===== config.mk =====
export PLATFORM = sky130hd
export DESIGN_NAME = led_pattern_driver
export DESIGN_NICKNAME = d
export VERILOG_FILES = /design/src/rtl/led_pattern_driver.sv
export SDC_FILE = /design/constraint.sdc
export NUM_CORES = 1
export LEC_CHECK = 0
export ABC_CLOCK_PERIOD_IN_PS = 5800
export CAP_MARGIN = 20
export CORE_MARGIN = 5
export CORE_UTILIZATION = 60
export DETAILED_ROUTE_END_ITERATION = 7
export GPL_ROUTABILITY_DRIVEN = 0
export HOLD_SLACK_MARGIN = 0.08
export PLACE_DENSITY_LB_ADDON = 0.12
export REMOVE_ABC_BUFFERS = 1
export SETUP_SLACK_MARGIN = 0.15
export SLEW_MARGIN = 20
export SYNTH_ARGS = -nofsm -noshare
export SYNTH_HDL_FRONTEND = slang
export SYNTH_SLANG_ARGS = --single-unit
export TNS_END_PERCENT = 10

===== constraint.sdc =====
create_clock -name clk -period 5.8 [get_ports clk]
set_input_delay 1.74 -clock clk [delete_from_list [all_inputs] [get_ports clk]]
set_output_delay 1.74 -clock clk [all_outputs]
set_load 0.02 [all_outputs]

===== src/rtl/led_pattern_driver.sv =====
// Animated N-LED pattern driver: six stepped patterns with global PWM brightness.
// The pattern advances every STEP_DIV clocks. A mode change reloads the pattern and restarts the step timer.
module led_pattern_driver #(
   parameter int N_LED    = 16,
   parameter int STEP_DIV = 25_000_000,
   parameter int PWM_BITS = 4
) (
   input  logic                clk,
   input  logic                rst,
   input  logic [2:0]          mode,
   input  logic [PWM_BITS-1:0] brightness,
   output logic [N_LED-1:0]    led_out,
   output logic                step
);

   localparam int                PRE_W    = (STEP_DIV > 2) ? $clog2(STEP_DIV) : 1;
   localparam logic [PRE_W-1:0]  PRE_LAST = PRE_W'(STEP_DIV - 1);
   localparam logic [PWM_BITS-1:0] PWM_MAX = '1;

   typedef enum logic [2:0] {
      M_OFF     = 3'b000,
      M_ON      = 3'b001,
      M_CHASE_L = 3'b010,
      M_CHASE_R = 3'b011,
      M_BLINK   = 3'b100,
      M_FILL    = 3'b101,
      M_RSV6    = 3'b110,
      M_RSV7    = 3'b111
   } mode_e;

   mode_e               mode_q, mode_d;
   logic [N_LED-1:0]    pattern_q, pattern_d;
   logic [PRE_W-1:0]    pre_q, pre_d;
   logic                step_d;
   logic [PWM_BITS-1:0] pwm_cnt, brightness_q, brightness_d;
   logic                pwm_on;
   logic                load;

   function automatic logic [N_LED-1:0] init_pat(input mode_e m);
      logic [N_LED-1:0] p;
      p = '0;
      case (m)
         M_ON, M_BLINK:     p = '1;
         M_CHASE_L, M_FILL: p = N_LED'(1);
         M_CHASE_R:         p = {1'b1, {(N_LED-1){1'b0}}};
         default:           p = '0;
      endcase
      return p;
   endfunction

   function automatic logic [N_LED-1:0] adv_pat(input mode_e m, input logic [N_LED-1:0] p);
      logic [N_LED-1:0] n;
      n = p;
      case (m)
         M_CHASE_L: n = {p[N_LED-2:0], p[N_LED-1]};
         M_CHASE_R: n = {p[0], p[N_LED-1:1]};
         M_BLINK:   n = ~p;
         // full bar empties, otherwise grow by one lit LED from bit0
         M_FILL:    n = (&p) ? '0 : {p[N_LED-2:0], 1'b1};
         default:   n = p;
      endcase
      return n;
   endfunction

   always_comb begin
      mode_d    = mode_q;
      pattern_d = pattern_q;
      pre_d     = pre_q + PRE_W'(1);
      step_d    = 1'b0;
      load      = (mode_e'(mode) != mode_q);
      if (load) begin
         // a load always beats a coincident tick
         mode_d    = mode_e'(mode);
         pre_d     = '0;
         pattern_d = init_pat(mode_e'(mode));
      end else if (pre_q == PRE_LAST) begin
         pre_d     = '0;
         step_d    = 1'b1;
         pattern_d = adv_pat(mode_q, pattern_q);
      end
   end

   always_ff @(posedge clk or negedge rst) begin
      if (!rst) begin
         mode_q    <= M_OFF;
         pattern_q <= '0;
         pre_q     <= '0;
         step      <= 1'b0;
      end else begin
         mode_q    <= mode_d;
         pattern_q <= pattern_d;
         pre_q     <= pre_d;
         step      <= step_d;
      end
   end

   // brightness only sampled at the period boundary so duty never glitches
   always_comb begin
      brightness_d = (pwm_cnt == PWM_MAX) ? brightness : brightness_q;
      pwm_on       = (brightness_q == PWM_MAX) || (pwm_cnt < brightness_q);
   end

   always_ff @(posedge clk or negedge rst) begin
      if (!rst) begin
         pwm_cnt      <= '0;
         brightness_q <= '0;
      end else begin
         pwm_cnt      <= pwm_cnt + PWM_BITS'(1);
         brightness_q <= brightness_d;
      end
   end

   for (genvar i = 0; i < N_LED; i++) begin : g_lane
      always_ff @(posedge clk or negedge rst) begin
         if (!rst) led_out[i] <= 1'b0;
         else      led_out[i] <= pattern_q[i] & pwm_on;
      end
   end

endmodule

# Yosys cells after proc, flatten, opt, wreduce, memory -nomap -nowiden
# Index checks and enable logic that the tools add are counted.
# W data, S select, Z words.
# op_classes
mux	9
magnitude_cmp	1
n_reduce_logical	7
n_shift	0
bitwise_logic	17
n_mul	0
n_eq_ne	13
n_addsub	2
n_div	0
# ops
op	n
$pmux W16 S4	1
$mux W25	2
$mux W16	3
$pmux W16 S3	1
$add A25 B1 Y25 const B	1
$eq A25 B25 Y1 const B	1
$and A1 B1 Y1	16
$not A16 Y16	1
$reduce_and A16 Y1	1
$eq A3 B2 Y1 const B	4
$eq A3 B3 Y1 const B	4
$eq A4 B4 Y1 const B	2
$reduce_bool A5 Y1	1
$add A4 B1 Y4 const B	1
$lt A4 B4 Y1	1
$reduce_or A2 Y1	2
$eq A3 B1 Y1 const B	1
$ne A3 B3 Y1	1
$mux W1	2
$reduce_and A2 Y1	1
$reduce_bool A2 Y1	1
$logic_or A1 B1 Y1	1
# word_totals
ram_bits	0
reg_bits	69
romBits	0
memories	0
latchBits	0
elab_cells	71
output_inout_bits	17
in_bits	9

# Longest topological paths before layout
# Gate-level depths: netlist of the first run.
# depth
ltp_word	5
depth_mapped	8

# Least setup slack after synthesis of the first run
# Ideal clock, no wire load.
# synth_path
path_type	input to register
startpoint	input port mode[0]
endpoint	register pattern_q[10]
t_arrival_ps	2969
setup_time_ps	66
path_buffers	1
slack_ps	2765
cell_stages	5
t_required_ps	5734
path_cell_list	xor2_1 -> nor3_2 -> nor4b_4 -> buf_6 -> a221o_1
# synth_via
elab_chain_len	4
word_cells_on_any_way	13
classes_between	eq/ne: 6; mux: 2; reduce/logical: 5
# synth_lines
item	line_no	text
start, declared	10	input logic [2:0] mode,
$eq A3 B2 Y1 (tied with other cells)	42	case (m)
$reduce_or A2 Y1	42	
$pmux W16 S3	42	
$mux W16	71	if (load) begin
end signal, assigned	91	pattern_q <= pattern_d;
end, declared	32	logic [N_LED-1:0] pattern_q, pattern_d;
# Parallel ways exist; a longest one is shown, timed or not.
# A chain may end at the register's enable or synchronous reset.

# Worst setup path in the final report of the first run
# layout_path
startpoint	input port mode[0]
endpoint	register pattern_q[0]
# Same word-level chain as after synthesis.

==> results.toml, run 1 <==
[outcome]
status = "finished clean"

[cells_and_area]
fin_cells = 450
fillers = 440
syn2layout_area_growth_pct = 12.7
final_nets = 385
layout-drive-gt1-share = 0.0987
n_antenna_cell = 0

[clock_network]
insertion_delay_ps = 340
numCtsBuffers = 9
cts_setup_buffers = 0
clock_sink_count = 69
hold_buffers = 0
clkTransAtPathRegs_ps = 70
tritoncts = "built"
post_cts_resized = 0
cts_root_buffer = "clkbuf_8"
h-tree-depth = 3
clk_path_buf_depth = 2

[logic_synthesis]
async_flop_share = 1.00
netlist-cell-type-count = 46
synth_compound_area_frac = 0.188
synth_cells = 357
yosysWarnings = 0
synth_top_family_by_area = "simple AND/OR/NAND/NOR gates"
synth_top_area_frac = 0.470
ys_seq_area_frac = 0.470
dominantRegCellSynth = "dfrtp_1"
yosys.area.top_type = "dfrtp_1"
muxShareOfSynthArea = 0.0123
synthSimpleGateAreaFrac = 0.196
synth.area.top_cells = "dfrtp_1, xor2_1, nor2_1, a221o_1, a211o_1"
avgSynthCellArea_um2 = 10.3
syn_area_mm2 = 0.00367
synthAdderAreaFrac = 0.0170
synth_edf_count = 0
yosysMostFrequentCell = "dfrtp_1"
synthTopCellsByCount = "dfrtp_1, nor2_1, xor2_1"
synth_xor_area_frac = 0.0716
ys_ff_latch = 69

[global_routing]
grt_start_max_net_pins = 70
grt_pass1_wl_mm = 13.9
grt_pass1_vias = 2807
grt-ovfl-total = 0
grt_antenna_before_repair = 0
track_usage = 0.229

[worst_setup_path]
cp-end-kind = "flip-flop"
r2r-start = "pre_q[0]$_DFF_PN0_"
rr_worst_depth = 6
path_class = "in2reg"
required_ps = 6080
crit_arrival_ps = 4110
crit_path_start = "mode[0]"
cp-start-kind = "input pin"
crit_path_top_delay_cell = "nor4b_4"
path_cells = "clkdlybuf4s50_1 -> xor2_1 -> nor3_2 -> nor4b_4 -> and3_1 -> a211o_1"
cpPeakStageDelay_ps = 780
critical_path.max_fanout = 16

[drt]
wl_per_cell_um = 17.8
firstDrtPassIters = 5
wirelength_mm = 8.02
drt_iter0_drc = 282
drc = 0
antenna_left = 0
vias = 2903
via_per_inst = 6.45

[timing]
hold_viol = 0
drv_slew = 0
setup_violations = 0
finalCritPeriodShare = 0.660
fmax_mhz = 261
worst_pin_slew_ps = 882
tns_ps = 0
finalClockSkew_ps = 7.69
rsz0062_at_grt = "false"
min_period_ps = 3830
slew_headroom = 0.410

[min_path]
min-delay-start = "pwm_cnt[0]$_DFF_PN0_"
hold_depth = 1
min_path_type = "reg2reg"

[power_and_ir_drop]
seqPwrFrac = 0.482
p_sw_mw = 0.309
pwr-share-clk = 0.367
power_density_mw_per_mm2 = 278
p_leak_nw = 1.82
ir_worst_vdd_uv = 160
combPwrFrac = 0.150
switching_share = 0.268
p_int_mw = 0.842

[die]
dieArea_mm2 = 0.00779
core_region_area_mm2 = 0.00592
ios = 26
start_util = 0.620
die_y_um = 88.2
die_x_um = 88.2
rows = 28

[placement]
dp_hpwl_mm = 5.20
portBuffers = 25
dpl.cell_count = 435

[flow_run]
maxCapViolCount = 0
## cell families after synthesis
| group | after synthesis |
|---|---|
| AO/OA/AOI/OAI | 88 |
| XOR/XNOR | 30 |
| adder cells (fa/ha/maj) | 5 |
| buffers and inverters | 36 |
| flip-flops | 69 |
| multiplexers | 4 |
| AND/OR/NAND/NOR | 125 |
## path summary, 6_finish.rpt
path,slack (ps),end
worst max-delay path,1970,pattern_q[0]$_DFFE_PN0P_
max in group asynchronous,3670,pattern_q[13]$_DFFE_PN0P_
min in group asynchronous,1580,pre_q[14]$_DFF_PN0_
worst min-delay path,470,pwm_cnt[0]$_DFF_PN0_
worst max register to register,3030,pattern_q[8]$_DFFE_PN0P_
worst min register to register,470,pwm_cnt[0]$_DFF_PN0_
## power groups by stage
stage	Sequential (mW)	Clock, mW	Combinational, mW
after floorplan	0.571	0	0.0848
after global placement	0.562	0	0.169
after detailed placement	0.563	0	0.173
after CTS	0.554	0.428	0.174
after global routing	0.560	0.448	0.190
final	0.555	0.423	0.173
## per-layer routing
metal,wire [µm],share of wire,vias to the layer above,global-route usage
met5,0,0,-,0
met4,160,0.020,0,0.102
met3,595,0.074,14,0.0326
met2,3700,0.46,125,0.345
met1,3560,0.44,1406,0.332
li1,-,-,1358,-
## stage by stage
step	power (mW)	util	setup slack (ps)	hold WS (ps)	area (µm²)
global placement	0.731	0.661	1760	457	3920
CTS	1.16	0.697	1960	474	4130
global route	1.20	0.699	1750	504	4140
detailed placement	0.736	0.661	1620	464	3920
finish	1.15	0.699	1970	473	4140
floorplan	0.656	-	2550	435	3540
## sequential cells by signal, indices dropped and copies added, names as in the netlist
signal	count
brightness_q	4
step	1
mode_q	3
pattern_q	16
pre_q	25
led_out	16
pwm_cnt	4
## area by class of cell
| type | count | area (µm²) | share of cell area |
|---|---|---|---|
| clock buffers | 10 | 138 | 0.0333 |
| clock inverters | 5 | 75.1 | 0.0181 |
| inverters | 9 | 33.8 | 0.00816 |
| multi-input cells | 252 | 1790 | 0.432 |
| flip-flops and latches | 69 | 1730 | 0.417 |
| well taps | 75 | 93.8 | 0.0227 |
| repair buffers | 30 | 283 | 0.0683 |
## critical path, delay by kind of cell
| family | cells | cell delay [ps] |
|---|---|---|
| buf+inv | 1 | 510 |
| xor+xnor | 1 | 190 |
| simple gates | 3 | 1580 |
| compound gates | 1 | 90 |
## placed cells by master, fill, tap and decap left out, drive strengths merged, types with 3 or more instances in the layout
cell,Yosys,final
a221o,14,14
nand3,14,14
o21ai,17,17
buf,9,6
and4,3,3
clkbuf,18,10
nand4,13,13
xnor2,7,7
a211o,15,15
inv,7,7
o41ai,14,14
nor2b,3,3
a22oi,14,14
and3,20,20
nor3,4,4
a21oi,5,5
nor4,5,5
xor2,23,23
clkinv,2,5
clkdlybuf4s50,0,24
mux2,4,4
nor2,45,45
dfrtp,69,69
ha,5,5
nand2,10,10
Note: power is estimated with default switching activity, not from simulation.
==> run 2, diff against run 1 <==
--- a/config.mk
+++ b/config.mk
@@ -5,10 +5,10 @@
 export SDC_FILE = /design/constraint.sdc
 export NUM_CORES = 1
 export LEC_CHECK = 0
-export ABC_CLOCK_PERIOD_IN_PS = 5800
+export ABC_CLOCK_PERIOD_IN_PS = 4000
 export CAP_MARGIN = 20
 export CORE_MARGIN = 5
-export CORE_UTILIZATION = 60
+export CORE_UTILIZATION = 59
 export DETAILED_ROUTE_END_ITERATION = 7
 export GPL_ROUTABILITY_DRIVEN = 0
 export HOLD_SLACK_MARGIN = 0.08
==> constraint.sdc (replaced) <==
create_clock -name clk -period 4 [get_ports clk]
set_input_delay 1.2 -clock clk [delete_from_list [all_inputs] [get_ports clk]]
set_output_delay 1.2 -clock clk [all_outputs]
set_load 0.02 [all_outputs]
==> results.toml, run 2 (synthesis gave the netlist of run 1 again) <==
[die]
start_util = 0.613
dieArea_mm2 = 0.00790
ios = 26
die_y_um = 88.9
rows = 28
die_x_um = 88.9
core_region_area_mm2 = 0.00599

[global_routing]
grt_start_max_net_pins = 40
track_usage = 0.225
grt-ovfl-total = 0
grt_pass1_vias = 2626
grt_pass1_wl_mm = 13.5
grt_antenna_before_repair = 0

[worst_setup_path]
r2r-start = "mode_q[1]$_DFFE_PN0P_"
cp-end-kind = "flip-flop"
crit_path_top_delay_cell = "clkdlybuf4s50_1"
reg2reg_to = "pattern_q[0]$_DFFE_PN0P_"
rr_worst_depth = 5
critical_path.max_fanout = 9
crit_arrival_ps = 3280
cp-start-kind = "input pin"
required_ps = 4290
path_cells = "clkdlybuf4s50_1 -> xor2_1 -> nor3_2 -> nor4b_4 -> buf_4 -> a221o_1"
cpPeakStageDelay_ps = 510
path_class = "in2reg"
reg2reg_slack_ps = 1260

[min_path]
min-delay-start = "pwm_cnt[0]$_DFF_PN0_"
whs_endpoint = "pwm_cnt[0]$_DFF_PN0_"
hold_depth = 1
min_path_type = "reg2reg"

[timing]
finalWorstSetupSlack_ps = 1010
hold_viol = 0
rsz0062_at_grt = "false"
slew_headroom = 0.338
tns_ps = 0
drv_slew = 0
finalCritPeriodShare = 0.748
finalClockSkew_ps = 7.44
setup_violations = 0
min_period_ps = 2990
fmax_mhz = 334
worst_pin_slew_ps = 988

[power_and_ir_drop]
finalPower_mw = 1.70
switching_share = 0.277
power_density_mw_per_mm2 = 408
seqPwrFrac = 0.475
p_int_mw = 1.23
p_leak_nw = 1.84
combPwrFrac = 0.147
p_sw_mw = 0.472
pwr-share-clk = 0.379
ir_worst_vdd_uv = 263

[drt]
wl_per_cell_um = 18.2
firstDrtPassIters = 6
wirelength_mm = 8.24
drc = 0
vias = 2970
antenna_left = 0
via_per_inst = 6.54
drt_iter0_drc = 237

[clock_network]
numCtsBuffers = 9
clock_sink_count = 69
clk_path_buf_depth = 2
hold_buffers = 0
clkTransAtPathRegs_ps = 80
tritoncts = "built"
insertion_delay_ps = 350
cts_root_buffer = "clkbuf_8"
cts_setup_buffers = 0
post_cts_resized = 0
h-tree-depth = 3

[cells_and_area]
reg.largest.list = "pre_q x25, led_out x16, pattern_q x16"
final_common_cell = "dfrtp_1"
largest_reg_flops = 25
layout-drive-gt1-share = 0.103
layout_common_cells = "dfrtp_1, nor2_1, clkdlybuf4s50_1, xor2_1, and3_1"
syn2layout_area_growth_pct = 13.5
top_register = "pre_q"
final_nets = 388
n_antenna_cell = 0

[outcome]
status = "finished clean"

[placement]
dp_hpwl_mm = 5.38
portBuffers = 25
place_ws_ps = 653

[flow_run]
maxCapViolCount = 0
==> run 2: changes by cell type in the layout (fill, tap and decap cells not counted) <==
cell      change
clkinv_4      +1
clkbuf_1      +1
inv_6         +1
clkinv_2      -2
buf_4         +3
nor2b_1       +1
nor2b_2       -1
==> run 2: worst max path at each step <==
stage	from	end	slack, ps	depth (start not counted)
after floorplan	mode[0]	pattern_q[0]$_DFFE_PN0P_	1290	5
after CTS	mode[0]	pattern_q[7]$_DFFE_PN0P_	1000	6
final	mode[0]	pattern_q[7]$_DFFE_PN0P_	1010	6
after detailed placement	mode[0]	pattern_q[14]$_DFFE_PN0P_	650	6
after global placement	mode[0]	pattern_q[12]$_DFFE_PN0P_	730	6
after global routing	mode[0]	pattern_q[13]$_DFFE_PN0P_	780	6
==> run 2: cell type report <==
cell class,count,area [µm²]
sequential,69,1730
tap,75,93.8
inverter,9,33.8
clock inverter,5,82.6
fill,449,1820
multi-input combinational,252,1790
clock buffer,11,141
timing repair buffer,33,305
==> run 2: per-stage QoR <==
stage | util | cell area [µm²] | hold slack [ps] | instances
global placement | 0.657 | 3940 | 454 | 438
CTS | 0.695 | 4160 | 467 | 454
global route | 0.696 | 4170 | 522 | 454
finish | 0.696 | 4170 | 466 | 454
detailed placement | 0.657 | 3940 | 456 | 438
floorplan | - | 3540 | 435 | 330
==> run 2: metal layers <==
metal | global-route usage | part of all wire | routed length, µm | vias up
li1 | - | - | - | 1372
met1 | 0.330 | 0.46 | 3790 | 1471
met2 | 0.334 | 0.46 | 3750 | 110
met3 | 0.0470 | 0.068 | 562 | 17
met4 | 0.0742 | 0.016 | 136 | 0
met5 | 0 | 0 | 0 | -
==> run 2: worst max-delay path: cells and delay by family <==
kind | cells | cell delay, ps
buffers and inverters | 2 | 760
AO/OA/AOI/OAI | 1 | 160
XOR/XNOR | 1 | 190
AND/OR/NAND/NOR | 2 | 980
==> run 2: power by group through the flow <==
stage | registers, mW | logic, mW | clock network (mW)
2_1_floorplan | 0.828 | 0.123 | 0
3_3_place_gp | 0.817 | 0.244 | 0
3_5_place_dp | 0.819 | 0.249 | 0
4_1_cts | 0.806 | 0.250 | 0.648
5_1_grt | 0.814 | 0.272 | 0.681
6_report | 0.808 | 0.250 | 0.644
